==> src/rtl/noc_pkg.sv <==
// Shared NoC definitions: flit type encodings, output-VC FSM states and flit field-position helpers.
package noc_pkg;

   localparam int unsigned FLIT_TYPE_W = 2;

   typedef enum logic [1:0] {
      FLIT_HEAD     = 2'b00,
      FLIT_BODY     = 2'b01,
      FLIT_TAIL     = 2'b10,
      FLIT_HEADTAIL = 2'b11
   } flit_type_e;

   typedef enum logic [1:0] {
      VC_IDLE   = 2'b00,
      VC_ACTIVE = 2'b01,
      VC_DRAIN  = 2'b10
   } vc_state_e;

   // LSB position of the VC-id field, which occupies the top VCID_W bits of the flit
   function automatic int unsigned vcid_lsb(input int unsigned dw, input int unsigned vcid_w);
      return dw - vcid_w;
   endfunction

   // LSB position of the flit-type field, directly below the VC id
   function automatic int unsigned type_lsb(input int unsigned dw, input int unsigned vcid_w);
      return dw - vcid_w - FLIT_TYPE_W;
   endfunction

   function automatic flit_type_e flit_type_of(input logic [FLIT_TYPE_W-1:0] bits);
      return flit_type_e'(bits);
   endfunction

   function automatic logic is_tail(input flit_type_e t);
      return (t == FLIT_TAIL) || (t == FLIT_HEADTAIL);
   endfunction

endpackage

==> src/rtl/vc_credit_fsm.sv <==
// One output VC: credit counter, IDLE/ACTIVE/DRAIN allocation FSM and per-cycle error pulses.
// OUTPUT_VC_ATOMIC_REALLOC_EN: tail parks the VC in DRAIN until every credit has returned.
module vc_credit_fsm
   import noc_pkg::*;
#(
   parameter int unsigned BUF_DEPTH = 8,
   parameter int unsigned CNT_W     = 4
) (
   input  logic             clk,
   input  logic             rstn,
   input  logic             i_send,
   input  logic             i_credit,
   input  logic             i_grant,
   input  logic             i_tail,
   output logic             o_avail,
   output logic             o_has_credit,
   output logic [CNT_W-1:0] o_cnt,
   output logic             o_err_ovf_c,
   output logic             o_err_unf_c,
   output logic             o_err_proto_c
);

   localparam logic [CNT_W-1:0] FULL = CNT_W'(BUF_DEPTH);

   vc_state_e        r_state;
   vc_state_e        w_state_nxt;
   logic [CNT_W-1:0] r_cnt;
   logic [CNT_W-1:0] w_cnt_nxt;
   logic             r_avail;
   logic             r_has_credit;

   always_ff @(posedge clk or negedge rstn) begin
      if (!rstn) begin
         r_state      <= VC_IDLE;
         r_cnt        <= FULL;
         r_avail      <= 1'b1;
         r_has_credit <= 1'b1;
      end else begin
         r_state      <= w_state_nxt;
         r_cnt        <= w_cnt_nxt;
         r_avail      <= (w_state_nxt == VC_IDLE);
         r_has_credit <= (w_cnt_nxt != '0);
      end
   end

   // Simultaneous send and credit cancel; saturate at both ends and flag it
   always_comb begin
      w_cnt_nxt   = r_cnt;
      o_err_ovf_c = 1'b0;
      o_err_unf_c = 1'b0;
      if (i_send && !i_credit) begin
         if (r_cnt == '0) o_err_unf_c = 1'b1;
         else             w_cnt_nxt   = r_cnt - CNT_W'(1);
      end else if (i_credit && !i_send) begin
         if (r_cnt == FULL) o_err_ovf_c = 1'b1;
         else               w_cnt_nxt   = r_cnt + CNT_W'(1);
      end
   end

   always_comb begin
      w_state_nxt   = r_state;
      o_err_proto_c = 1'b0;
      case (r_state)
         VC_IDLE: begin
            if (i_send)  o_err_proto_c = 1'b1;
            if (i_grant) w_state_nxt   = VC_ACTIVE;
         end
         VC_ACTIVE: begin
            if (i_grant) o_err_proto_c = 1'b1;
            if (i_send && i_tail) begin
`ifdef OUTPUT_VC_ATOMIC_REALLOC_EN
               w_state_nxt = (w_cnt_nxt == FULL) ? VC_IDLE : VC_DRAIN;
`else
               w_state_nxt = VC_IDLE;
`endif
            end
         end
         VC_DRAIN: begin
            if (i_grant) o_err_proto_c = 1'b1;
            if (w_cnt_nxt == FULL) w_state_nxt = VC_IDLE;
         end
         default: w_state_nxt = VC_IDLE;
      endcase
   end

   assign o_avail      = r_avail;
   assign o_has_credit = r_has_credit;
   assign o_cnt        = r_cnt;

endmodule

==> src/rtl/output_port_vc_manager.sv <==
// Output-port bank of per-VC credit/allocation controllers with registered credit return and sticky errors.
// OUTPUT_VC_ATOMIC_REALLOC_EN selects drain-before-reallocation in every VC controller.
module output_port_vc_manager
   import noc_pkg::*;
#(
   parameter  int unsigned NUM_VC    = 4,
   parameter  int unsigned BUF_DEPTH = 8,
   parameter  int unsigned DW        = 32,
   localparam int unsigned VCID_W    = $clog2(NUM_VC),
   localparam int unsigned CNT_W     = $clog2(BUF_DEPTH + 1)
) (
   input  logic                    clk,
   input  logic                    rstn,
   input  logic [NUM_VC-1:0]       credit_in,
   input  logic [NUM_VC-1:0]       va_grant,
   input  logic                    flit_valid,
   input  logic [DW-1:0]           flit_dat,
   output logic [NUM_VC-1:0]       vc_avail,
   output logic [NUM_VC-1:0]       vc_has_credit,
   output logic [NUM_VC*CNT_W-1:0] credit_cnt,
   output logic                    err_overflow,
   output logic                    err_underflow,
   output logic                    err_protocol
);

   localparam int unsigned VCID_LSB = vcid_lsb(DW, VCID_W);
   localparam int unsigned TYPE_LSB = type_lsb(DW, VCID_W);

   logic [NUM_VC-1:0] r_credit_q;
   logic              r_err_ovf;
   logic              r_err_unf;
   logic              r_err_proto;
   logic [VCID_W-1:0] w_vcid;
   flit_type_e        w_type;
   logic              w_vcid_ok;
   logic              w_is_tail;
   logic [NUM_VC-1:0] w_send;
   logic [NUM_VC-1:0] w_ovf_c;
   logic [NUM_VC-1:0] w_unf_c;
   logic [NUM_VC-1:0] w_proto_c;
   logic              w_unused_payload;

   assign w_vcid           = flit_dat[VCID_LSB +: VCID_W];
   assign w_type           = flit_type_of(flit_dat[TYPE_LSB +: FLIT_TYPE_W]);
   assign w_vcid_ok        = (32'(w_vcid) < NUM_VC);
   assign w_is_tail        = is_tail(w_type);
   assign w_unused_payload = ^flit_dat[TYPE_LSB-1:0];

   // Credit returns act one cycle after arrival
   always_ff @(posedge clk or negedge rstn) begin
      if (!rstn) r_credit_q <= '0;
      else       r_credit_q <= credit_in;
   end

   for (genvar v = 0; v < NUM_VC; v++) begin : g_vc
      assign w_send[v] = flit_valid & w_vcid_ok & (w_vcid == VCID_W'(v));

      vc_credit_fsm #(
         .BUF_DEPTH (BUF_DEPTH),
         .CNT_W     (CNT_W)
      ) u_vc (
         .clk           (clk),
         .rstn          (rstn),
         .i_send        (w_send[v]),
         .i_credit      (r_credit_q[v]),
         .i_grant       (va_grant[v]),
         .i_tail        (w_is_tail),
         .o_avail       (vc_avail[v]),
         .o_has_credit  (vc_has_credit[v]),
         .o_cnt         (credit_cnt[v*CNT_W +: CNT_W]),
         .o_err_ovf_c   (w_ovf_c[v]),
         .o_err_unf_c   (w_unf_c[v]),
         .o_err_proto_c (w_proto_c[v])
      );
   end

   // Errors are sticky until reset; out-of-range VC ids count as protocol errors
   always_ff @(posedge clk or negedge rstn) begin
      if (!rstn) begin
         r_err_ovf   <= 1'b0;
         r_err_unf   <= 1'b0;
         r_err_proto <= 1'b0;
      end else begin
         r_err_ovf   <= r_err_ovf | (|w_ovf_c);
         r_err_unf   <= r_err_unf | (|w_unf_c);
         r_err_proto <= r_err_proto | (|w_proto_c) | (flit_valid & ~w_vcid_ok);
      end
   end

   assign err_overflow  = r_err_ovf;
   assign err_underflow = r_err_unf;
   assign err_protocol  = r_err_proto;

endmodule

==> config.mk <==
export PLATFORM = sky130hd
export DESIGN_NAME = output_port_vc_manager
export DESIGN_NICKNAME = d
export VERILOG_FILES = /design/src/rtl/noc_pkg.sv /design/src/rtl/vc_credit_fsm.sv /design/src/rtl/output_port_vc_manager.sv
export SDC_FILE = /design/constraint.sdc
export NUM_CORES = 1
export LEC_CHECK = 0
export CELL_PAD_IN_SITES_DETAIL_PLACEMENT = 0
export CELL_PAD_IN_SITES_GLOBAL_PLACEMENT = 1
export CORE_ASPECT_RATIO = 0.9
export CORE_MARGIN = 2
export CORE_UTILIZATION = 35
export DETAILED_ROUTE_END_ITERATION = 10
export HOLD_SLACK_MARGIN = 0.1
export PLACE_DENSITY_LB_ADDON = 0.3
export SYNTH_ARGS = -nofsm -noshare
export SYNTH_HDL_FRONTEND = slang
export SYNTH_HIERARCHICAL = 1
export SYNTH_SLANG_ARGS = --single-unit
==> constraint.sdc <==
create_clock -name clk -period 2.5 [get_ports clk]
set_input_delay 0.5 -clock clk [delete_from_list [all_inputs] [get_ports clk]]
set_output_delay 0.5 -clock clk [all_outputs]
set_load 0.1 [all_outputs]
==> flow_metrics.py <==
metrics = {
    "status": {
        "outcome": "completed",
    },
    "critical_path": {
        "cp.required_ps": 2730,
        "cp_max_fo": 4,
        "crit_path_start_kind": "input pin",
        "r2r-end": "g_vc[3].u_vc/o_avail",
        "r2r_cells": 7,
        "cp.arrival_ps": 2600,
        "crit_path_end_kind": "flip-flop",
        "path_class": "input pin to flip-flop",
        "r2r_slack_ps": 400,
        "regToRegStartpoint": "g_vc[3].u_vc/o_cnt[0]",
    },
    "power_and_ir_drop": {
        "vdd_ir_drop_max_mv": 0.778,
        "p_total_w": 0.00528,
        "leakagePower_nw": 1.68,
        "p_per_area_nw_per_um2": 1430,
    },
    "sta": {
        "tightestPinTransition_ps": 820,
        "slew_headroom": 0.453,
        "tns_ps": 0,
        "fin_skew_ps": 7.34,
        "worst_slack_ps": 126,
        "setup_viol": 0,
        "max_freq_ghz": 0.421,
        "rsz0062_at_grt": "no",
        "period_share": 0.950,
        "finalHoldViolCount": 0,
        "min_period_ps": 2370,
        "drv_slew": 0,
    },
    "route": {
        "via_per_inst": 5.11,
        "vias": 2546,
        "routedWlPerCell_um": 13.1,
        "dr.pass1.iters": 4,
        "drc": 0,
        "wl_um": 6530,
        "drt_iter0_markers": 64,
        "postRouteAntennaNets": 0,
    },
    "logic_synthesis": {
        "syn_nets": 389,
        "synthesis.area_um2": 2900,
        "synth_top_flop_cell": "dfrtp_1",
        "syn_inst": 322,
        "postSynth.asyncResetShare": 1.00,
        "ys_seq_area_frac": 0.341,
        "synth_edf_count": 0,
        "synth_cell_types": 40,
        "yosys_register_bits": 39,
        "yosysWarningCount": 6,
        "synth_area_per_cell_um2": 9.02,
    },
    "global_route": {
        "antenna_found_initial": 0,
        "first_global_vias": 2444,
        "grt_max_degree": 38,
        "grt_usage": 0.152,
        "overflow": 0,
        "grt_pass1_wl_um": 11200,
    },
    "cells_and_area": {
        "fillCellCount": 784,
        "drive_above_1_share": 0.318,
        "fin_nets": 465,
        "mostFrequentLayoutCell": "buf_4",
        "layout_common_cells": "61 x buf_4, 40 x inv_1, 27 x dfrtp_1",
        "fin_util": 0.459,
        "num_antenna_cells": 0,
        "area_growth_pct": 27.4,
    },
    "clocking": {
        "cts_hold_buf": 0,
        "cts_tree": "built",
        "post_cts_resized": 0,
        "post_cts_buffers": 0,
        "cts_buffer_depth": 2,
        "insertion_delay_ps": 290,
        "cts_inserted_buffers": 5,
        "cts_sinks": 39,
        "cts_root_buf": "clkbuf_8",
        "cts.htree.levels": 2,
        "clkTransAtPathRegs_ps": 80,
    },
    "floorplan": {
        "dieArea_um2": 9040,
        "num_rows": 31,
        "coreArea_um2": 8070,
        "dieWidth_um": 100,
        "initial_core_util": 0.360,
        "io_pins": 70,
        "die_h_um": 90.4,
    },
    "job": {
        "drv_cap": 0,
    },
    "placement": {
        "io_buffers": 40,
        "place_ws_ps": -181,
        "gp_congestion": 0.858,
        "detailed_place_hpwl_um": 5080,
    },
    "worst_hold_path": {
        "hold_class": "input pin to async pin",
    },
}
## power breakdown
part | total [W] | switching [W] | internal [W]
registers | 0.00124 | 0.000322 | 0.000919
logic | 0.00341 | 0.00234 | 0.00108
clock network | 0.000627 | 0.000228 | 0.000399
## layout make-up
class                           count  area [um2]  share of cell area
Timing Repair Buffer               74         583               0.158
Clock inverter                      2        60.1              0.0162
Sequential cell                    39         991               0.268
Inverter                           48         180              0.0487
Clock buffer                        6        72.6              0.0196
Multi-Input combinational cell    230        1690               0.457
Tap cell                           99         124              0.0335
## synth_stat cells, drive strengths merged (7+ instances only)
library cell | n | area, um2
nand3 | 12 | 60.1
nand2b | 8 | 60.1
nor3 | 7 | 35.0
dfrtp | 27 | 676
a22oi | 8 | 60.1
a21oi | 12 | 60.1
ha | 24 | 300
inv | 48 | 180
nor2 | 24 | 90.1
dfstp | 12 | 315
nand2 | 20 | 75.1
xnor2 | 8 | 70.1
and3 | 9 | 61.3
nand3b | 8 | 60.1
a21o | 12 | 100
o21ai | 16 | 95.1
## worst max-delay path: stages
cell and delay (ps):
clkdlybuf4s50_1 540, and3b_1 240, nand2b_2 190, or4_4 420
buf_4 150, a21o_2 190, a21oi_1 170, a32o_1 210
## routing by layer
metal,vias up,part of all wire,wire [um],global-route usage
met2,49,0.44,2890,0.241
met4,0,0.012,80,0.0445
met3,7,0.036,234,0.0255
met1,1194,0.51,3330,0.214
met5,-,0,0,0
li1,1296,-,-,-
## logic make-up (layout without fill, tap and decap cells)
| kind of cell | after synthesis | in the layout | share of synthesized area |
|---|---|---|---|
| flops | 39 | 39 | 0.341 |
| simple gates | 114 | 114 | 0.230 |
| buf+inv | 53 | 130 | 0.0788 |
| mux | 4 | 4 | 0.0138 |
| xor+xnor | 8 | 8 | 0.0241 |
| fa+ha+maj | 28 | 28 | 0.117 |
| compound gates | 76 | 76 | 0.195 |
## flip-flops by register name, indices dropped and copies added (netlist names)
register and flops:
g_vc.u_vc/o_cnt 16, g_vc.u_vc/r_state 8, g_vc.u_vc/o_avail 4, g_vc.u_vc/o_has_credit 4
r_credit_q 4, err_overflow 1, err_protocol 1, err_underflow 1
## metrics by stage
stage / cells / hold WS, ps / area, um2
floorplan: 322 / 204 / 2900
global placement: 490 / 448 / 3560
detailed placement: 490 / 459 / 3560
CTS: 498 / 343 / 3690
global route: 498 / 374 / 3700
finish: 498 / 304 / 3700
## worst max path at each step
| stage | startpoint | endpoint | slack, ps | cells past startpoint |
|---|---|---|---|---|
| final | flit_dat[31] | g_vc[1].u_vc/o_avail | 130 | 8 |
| after detailed placement | flit_dat[31] | g_vc[1].u_vc/o_avail | -180 | 7 |
| after global routing | flit_dat[31] | g_vc[1].u_vc/o_avail | 60 | 8 |
| after floorplan | g_vc[0].u_vc/o_cnt[0] | g_vc[0].u_vc/o_avail | 60 | 5 |
| after global placement | flit_dat[31] | g_vc[1].u_vc/o_avail | -170 | 7 |
| after CTS | flit_dat[31] | g_vc[1].u_vc/o_avail | 110 | 8 |
Note: power is estimated with default switching activity, not from simulation.
